==> src/rtl/cpu_branch_pkg.sv <==
// Shared definitions for the branch resolution controller.
//   - RISC-V conditional-branch funct3 encodings
//   - controller state enum
//   - default width of the statistics counters
package cpu_branch_pkg;

  localparam logic [2:0] F3_BEQ  = 3'b000;
  localparam logic [2:0] F3_BNE  = 3'b001;
  localparam logic [2:0] F3_BLT  = 3'b100;
  localparam logic [2:0] F3_BGE  = 3'b101;
  localparam logic [2:0] F3_BLTU = 3'b110;
  localparam logic [2:0] F3_BGEU = 3'b111;

  localparam int CNT_W_DEFAULT = 16;

  typedef enum logic [1:0] {
    S_IDLE,
    S_COMPARE,
    S_REDIRECT,
    S_FLUSH
  } state_e;

endpackage

==> src/rtl/branch_decide.sv <==
// Combinational taken/not-taken decision for one branch or jump.
// Ports:
//   funct3_i  - branch funct3 (ignored for jumps)
//   jump_i    - unconditional jump, always taken
//   beq_i     - comparator equal flag
//   blt_i     - comparator less-than flag (signedness chosen upstream)
//   taken_o   - branch is taken
//   illegal_o - funct3 is 010/011 on a conditional branch
module branch_decide
  import cpu_branch_pkg::*;
(
  input  logic [2:0] funct3_i,
  input  logic       jump_i,
  input  logic       beq_i,
  input  logic       blt_i,
  output logic       taken_o,
  output logic       illegal_o
);

  always_comb begin
    // NOTE: every output gets a default before the case so no path leaves it
    // unassigned, which would infer a latch.
    taken_o   = 1'b0;
    illegal_o = 1'b0;
    if (jump_i) begin
      taken_o = 1'b1;
    end else begin
      case (funct3_i)
        F3_BEQ:           taken_o = beq_i;
        F3_BNE:           taken_o = !beq_i;
        F3_BLT, F3_BLTU:  taken_o = blt_i;
        F3_BGE, F3_BGEU:  taken_o = !blt_i;
        default:          illegal_o = 1'b1;  // 010/011 have no branch meaning
      endcase
    end
  end

endmodule

==> src/rtl/branch_ctrl.sv <==
// Branch resolution controller for the execute stage.
// Accepts one branch/jump per handshake, steers the shared comparator's
// unsigned select, resolves taken/not-taken, then issues a one-cycle PC
// redirect followed by FLUSH_CYCLES cycles of pipeline flush.
// Ports:
//   req_valid/req_ready           - request handshake
//   req_funct3/req_jump/req_target - branch descriptor
//   cmp_BrUn                      - comparator unsigned select (COMPARE only)
//   cmp_BEQ/cmp_BLT               - comparator flags, sampled end of COMPARE
//   redirect_valid/redirect_pc    - PC redirect strobe and registered address
//   flush/stall                   - pipeline control
//   illegal/misalign              - one-cycle error strobes
//   cnt_clear                     - synchronous clear of statistics
//   resolved_cnt/taken_cnt        - saturating statistics counters
module branch_ctrl
  import cpu_branch_pkg::*;
#(
  parameter int XLEN         = 32,
  parameter int FLUSH_CYCLES = 2,
  parameter int CNT_W        = CNT_W_DEFAULT
) (
  input  logic             clk,
  input  logic             rst_n,
  input  logic             req_valid,
  output logic             req_ready,
  input  logic [2:0]       req_funct3,
  input  logic             req_jump,
  input  logic [XLEN-1:0]  req_target,
  output logic             cmp_BrUn,
  input  logic             cmp_BEQ,
  input  logic             cmp_BLT,
  output logic             redirect_valid,
  output logic [XLEN-1:0]  redirect_pc,
  output logic             flush,
  output logic             stall,
  output logic             illegal,
  output logic             misalign,
  input  logic             cnt_clear,
  output logic [CNT_W-1:0] resolved_cnt,
  output logic [CNT_W-1:0] taken_cnt
);

  // Flush counter holds 0..FLUSH_CYCLES-1; keep at least one bit so the
  // FLUSH_CYCLES=0 build still elaborates (the FLUSH state is then unused).
  localparam int FC_W = (FLUSH_CYCLES > 1) ? $clog2(FLUSH_CYCLES) : 1;
  localparam logic [FC_W-1:0] FLUSH_LOAD =
    (FLUSH_CYCLES > 0) ? FC_W'(FLUSH_CYCLES - 1) : '0;

  state_e            state_q;
  logic [2:0]        funct3_q;
  logic              jump_q;
  logic [XLEN-1:0]   target_q;
  logic [FC_W-1:0]   flush_cnt_q;
  logic              redirect_valid_q;
  logic [XLEN-1:0]   redirect_pc_q;
  logic              illegal_q;
  logic              misalign_q;
  logic [CNT_W-1:0]  resolved_q, resolved_d;
  logic [CNT_W-1:0]  taken_q, taken_d;

  logic dec_taken;
  logic dec_illegal;
  logic resolving;
  logic redirect_go;
  logic misalign_go;

  branch_decide u_decide (
    .funct3_i  (funct3_q),
    .jump_i    (jump_q),
    .beq_i     (cmp_BEQ),
    .blt_i     (cmp_BLT),
    .taken_o   (dec_taken),
    .illegal_o (dec_illegal)
  );

  assign resolving   = (state_q == S_COMPARE);
  // Illegal encodings never report taken, so they need no extra masking.
  assign redirect_go = resolving && dec_taken && !target_q[1];
  assign misalign_go = resolving && dec_taken &&  target_q[1];

  always_ff @(posedge clk or negedge rst_n) begin
    if (!rst_n) begin
      state_q          <= S_IDLE;
      funct3_q         <= '0;
      jump_q           <= 1'b0;
      target_q         <= '0;
      flush_cnt_q      <= '0;
      redirect_valid_q <= 1'b0;
      redirect_pc_q    <= '0;
      illegal_q        <= 1'b0;
      misalign_q       <= 1'b0;
    end else begin
      // NOTE: non-blocking assignments throughout, so every register samples
      // pre-edge values regardless of statement order.
      redirect_valid_q <= 1'b0;
      illegal_q        <= 1'b0;
      misalign_q       <= 1'b0;
      case (state_q)
        S_IDLE: begin
          if (req_valid) begin
            funct3_q <= req_funct3;
            jump_q   <= req_jump;
            // Bit 0 is never part of a redirect address; drop it at capture.
            target_q <= {req_target[XLEN-1:1], 1'b0};
            state_q  <= S_COMPARE;
          end
        end
        S_COMPARE: begin
          illegal_q  <= dec_illegal;
          misalign_q <= misalign_go;
          if (redirect_go) begin
            redirect_valid_q <= 1'b1;
            redirect_pc_q    <= target_q;
            state_q          <= S_REDIRECT;
          end else begin
            state_q <= S_IDLE;
          end
        end
        S_REDIRECT: begin
          if (FLUSH_CYCLES == 0) begin
            state_q <= S_IDLE;
          end else begin
            flush_cnt_q <= FLUSH_LOAD;
            state_q     <= S_FLUSH;
          end
        end
        S_FLUSH: begin
          if (flush_cnt_q == '0) begin
            state_q <= S_IDLE;
          end else begin
            flush_cnt_q <= flush_cnt_q - FC_W'(1);
          end
        end
        default: state_q <= S_IDLE;
      endcase
    end
  end

  // Statistics: clear wins over increment; both saturate at all-ones.
  always_comb begin
    resolved_d = resolved_q;
    taken_d    = taken_q;
    if (cnt_clear) begin
      resolved_d = '0;
      taken_d    = '0;
    end else if (resolving) begin
      if (resolved_q != '1) resolved_d = resolved_q + CNT_W'(1);
      if (redirect_go && (taken_q != '1)) taken_d = taken_q + CNT_W'(1);
    end
  end

  always_ff @(posedge clk or negedge rst_n) begin
    if (!rst_n) begin
      resolved_q <= '0;
      taken_q    <= '0;
    end else begin
      resolved_q <= resolved_d;
      taken_q    <= taken_d;
    end
  end

  // State decodes; all derive from registers, so they are glitch-free and
  // take their reset values asynchronously with the state register.
  assign req_ready      = (state_q == S_IDLE);
  assign stall          = (state_q != S_IDLE);
  assign flush          = (state_q == S_FLUSH);
  assign cmp_BrUn       = resolving && funct3_q[1];
  assign redirect_valid = redirect_valid_q;
  assign redirect_pc    = redirect_pc_q;
  assign illegal        = illegal_q;
  assign misalign       = misalign_q;
  assign resolved_cnt   = resolved_q;
  assign taken_cnt      = taken_q;

endmodule

==> config.mk <==
export PLATFORM = sky130hd
export DESIGN_NAME = branch_ctrl
export DESIGN_NICKNAME = d
export VERILOG_FILES = /design/src/rtl/cpu_branch_pkg.sv /design/src/rtl/branch_decide.sv /design/src/rtl/branch_ctrl.sv
export SDC_FILE = /design/constraint.sdc
export NUM_CORES = 1
export LEC_CHECK = 0
export BUFFER_PORTS_ARGS = -buffer_cell sky130_fd_sc_hd__buf_2
export CORE_UTILIZATION = 45
export DETAILED_ROUTE_END_ITERATION = 6
export PLACE_DENSITY = 0.69
export SYNTH_ARGS = -nofsm -noshare
export SYNTH_HDL_FRONTEND = slang
export SYNTH_SLANG_ARGS = --single-unit
export TNS_END_PERCENT = 20
==> constraint.sdc <==
create_clock -name clk -period 6.9 [get_ports clk]
set_clock_uncertainty 0.15 [all_clocks]
set_input_delay 0.345 -clock clk [delete_from_list [all_inputs] [get_ports clk]]
set_output_delay 0.345 -clock clk [all_outputs]
set_load 0.01 [all_outputs]
* Word-level counts from Yosys, hierarchy flattened
Cells that the tools add are included.
** Storage, ports and cells
- Input port bits :: 42
- Output and inout port bits :: 71
- Register bits :: 104
- Word-level logic and storage cells :: 69
** Operators by class
- Muxes and demuxes :: 20
- Reductions and logical operators :: 23
- Equal/unequal tests :: 12
- Add/sub/neg operators :: 3
** Operators by type and width (count)
- two-way mux 16 bit :: 6
- adder 16 x 1 -> 16 bit (second input constant) :: 2
- inequality test 16 bit (second input constant) :: 2
- == test 3 bit (second input constant) :: 4
- AND reduction 2 bit :: 5
- nonzero test 2 bit :: 5
- two-way mux 1 bit :: 8
- one-hot mux 2 bit (4 select lines) :: 1
- two-way mux 2 bit :: 3
- OR reduction 6 bit :: 1
- logical AND 1 bit :: 5
- == test 2 bit (second input constant) :: 2
- inequality test 2 bit (second input constant) :: 2
- one-hot mux 1 bit (4 select lines) :: 1
- OR reduction 2 bit :: 2
- == test 3 x 1 -> 1 bit (second input constant) :: 1
- zero test 1 bit :: 3
- zero test 3 bit :: 1
- == test 2 x 1 -> 1 bit (second input constant) :: 1
- zero test 2 bit :: 1
- one-hot mux 1 bit (2 select lines) :: 1
- subtractor 1 bit (second input constant) :: 1

* Logic depth before layout (Yosys ltp)
- Depth in word-level cells :: 10
- Depth in mapped cells :: 8
- Depth with buffers taken out :: 6

* Modules after synthesis
From an unflattened synthesis, not the netlist that was laid out.
** Second synthesis, totals
- Cell total of the unflattened synthesis :: 418
- Area total of the unflattened synthesis :: 4539.4 µm²
** Modules (own cells, without submodules)
- branch_ctrl :: seq. area each 2602.5 µm², cells an instance 413, area each 4500.6 µm², times used 1
- branch_decide :: seq. area each 0.0 µm², cells an instance 5, area each 38.8 µm², times used 1

* Least setup slack after synthesis
No wires, ideal clock.
- Kind :: reg-to-reg
- From :: reg with a tool-made name
- To :: reg taken_q[14], in the netlist taken_cnt[14]
- Path buffers :: 2
- Setup slack :: 4.526 ns
- Clock period less this slack :: 2.374 ns
- Setup time :: 0.078 ns
- Stages on the path, launching flop included :: 8
- Data arrival time :: 2.146 ns
- Required time :: 6.672 ns
- Cell sequence :: dfrtp_1 nand2b_1 or3_1 clkbuf_2 or4b_1 buf_2 or4_1 a21oi_1
** RTL lines
- to (signal assigned) :: RTL line branch_ctrl.sv:158 : taken_q <= taken_d;
- to (decl) :: RTL line branch_ctrl.sv:59 : logic [CNT_W-1:0] taken_q, taken_d;

==> results.cfg <==
[cts]
clk-insertion-delay-late_ns = 0.36
numCtsBuffers = 9
cts_max_path_buffers = 2
cts_tree = built
h-tree-depth = 3
clock_sinks = 104
clk_pin_slew_ns = 0.11
cts-root-buf = clkbuf_8

[floorplanning]
chipWidth_um = 102
placementRows = 36
core_area_sq_um = 9680
die_y_um = 102
ios = 113
dieArea_sq_um = 10300
start_util_pct = 46.2

[run_status]
status = finished, final reports clean

[logic_synthesis]
synthCells = 354
synthesis.area_sq_um = 4470
ys_seq_area_share_pct = 58.2
mappedNetlistNets = 398
synth_most_common_cell = dfrtp_1
post_synth.cell_area_avg_sq_um = 12.6
async_flop_share_pct = 100
synth-edff-count = 0
ys_seq_elements = 104
netlist.top_cell.by_area = dfrtp_1
yosys_warnings = 0
netlist_top_cells_count = dfrtp_1 (104), mux2_2 (67), nor2_1 (25), nand2_1 (11)
synth_area_leaders = dfrtp_1 (58%), mux2_2 (17%), nor2_1 (2.1%)
ys_types = 48
netlist.area_leader.share_pct = 58.2
ys_dominant_reg_cell = dfrtp_1

[sta]
min_period_over_period_pct = 40.3
max_freq_ghz = 0.360
setup-tns-final_ns = 0
fin_crit_ns = 2.78
slew_violations = 0
finalSetupViolations = 0
slew_headroom_pct = 32.2
rsz0062_at_grt = no
hold_viol = 0
hold_ws_ns = 0.0575
worst_slew_pin_slew_ns = 1.01

[job]
drv_cap = 0

[grt]
grt_pass1_vias = 3157
grt_max_degree = 62
grt_pass1_wl_mm = 14.8
grt_usage_pct = 18.3
grt_overflow_total = 0
antenna_found_initial = 0

[drt]
totalWireLength_mm = 8.97
wl_per_cell_um = 15.0
via_per_inst = 5.27
vias = 3159
drt_iter0_markers = 114
drc = 0
drt-pass1-iter-count = 4
antenna_left = 0

[setup_path]
end_kind = register
crit_path_max_fanout = 39
arrival_ns = 2.90
worstSetupPathType = register to register
worstPathRequired_ns = 7.02
start_kind = register

[final_layout]
diodes = 0
fin_nets = 506
layout-drive-gt1-share_pct = 43.7
final_cells = 600
area_delta_synth_final_pct = 20.5

[min_path]
min_path_type = input pin to register

[place]
gp_congestion = 0.801
dpl.hpwl_mm = 6.16
dp_cells = 583
io_buffers = 110

[power_and_ir_drop]
ir_worst_vdd_mv = 0.185
power.density_nw_per_um2 = 375
power_leakage_nw = 2.49
critical path: stages (launching register included):
cell and delay (ns):
dfrtp_1 0.44, nand2b_1 0.18, or3_1 0.45, or2_2 0.68, or4_1 0.63, a21oi_1 0.15
kinds of logic (layout without fill, tap and decap cells):
group,count (synthesis),count (layout),share of synthesized area [%]
AND/OR/NAND/NOR,105,105,13.3
flip-flops,104,104,58.2
multiplexers,71,71,17.8
AO/OA/AOI/OAI,35,35,5.12
buffers and inverters,20,133,1.85
XOR/XNOR,16,16,3.13
adder cells (fa/ha/maj),2,2,0.560
other,1,1,0.0839
per-stage QoR:
stage          utilization [%]  setup WS, ns  area, sq um  total power, mW
2_1_floorplan                -          4.53         4470             1.38
3_3_place_gp              53.1          4.14         5140             1.58
3_5_place_dp              53.1          4.10         5140             1.62
4_1_cts                   55.6          4.07         5390             2.06
5_1_grt                   55.6          3.91         5390             2.15
6_report                  55.6          4.12         5390             2.02
what timing repair did:
| action | 4_1_cts | 5_1_grt |
|---|---|---|
| gates resized for setup | 0 | 0 |
| buffers inserted | 0 | 0 |
| hold buffers | 1 | 0 |
| hold endpoints to repair | 43 | 0 |
cell usage in the layout, fill, tap and decap left out, types with 10 or more instances in the layout:
cell type | netlist | final
clkbuf_8 | 0 | 10
dfrtp_1 | 104 | 104
nand3_1 | 10 | 10
buf_2 | 2 | 109
nand2_1 | 11 | 11
a21oi_1 | 10 | 10
nor2_1 | 25 | 24
mux2_2 | 67 | 67
registers in the layout, summed over array words and instances, names as in the netlist, named ones only:
signal,flops
illegal,1
target_q,31
redirect_pc,31
taken_cnt,16
resolved_cnt,16
misalign,1
state_q,1
jump_q,1
funct3_q,3
flush_cnt_q,1
redirect_valid,1
power breakdown:
part           total, mW  switching [mW]  internal, mW
sequential         0.945           0.117         0.828
clock              0.434           0.214         0.220
combinational      0.643           0.294         0.349
layout make-up:
| type | count | area (sq um) |
|---|---|---|
| multi-input combinational | 230 | 1790 |
| timing repair buffer | 112 | 571 |
| sequential | 104 | 2600 |
| tap | 133 | 166 |
| clock inverter | 6 | 97.6 |
| clock buffer | 10 | 138 |
| fill | 858 | 4300 |
| inverter | 5 | 18.8 |
path summary, 6_finish.rpt:
path / from / to / slack, ns / cells after the start
min in group asynchronous: rst_n / resolved_cnt[6]$_DFFE_PN0P_ / 0.34 / 2
max in group asynchronous: rst_n / redirect_pc[13]$_DFFE_PN0P_ / 5.07 / 3
hold reg to reg: redirect_pc[1]$_DFFE_PN0P_ / redirect_pc[1]$_DFFE_PN0P_ / 0.35 / 1
setup / recovery: register / taken_cnt[4]$_DFFE_PN0P_ / 4.12 / 5
setup reg to reg: register / taken_cnt[4]$_DFFE_PN0P_ / 4.12 / 5
hold / removal: req_target[29] / target_q[29]$_DFFE_PN0P_ / 0.06 / 2
per-layer routing:
metal,part of all wire (%),GRT usage (%),vias up
met5,0,0,-
met4,0.35,5.91,0
met3,6.0,4.62,2
met2,50,31.2,79
met1,44,22.9,1588
li1,-,-,1490
Note: power is estimated with default switching activity, not from simulation.
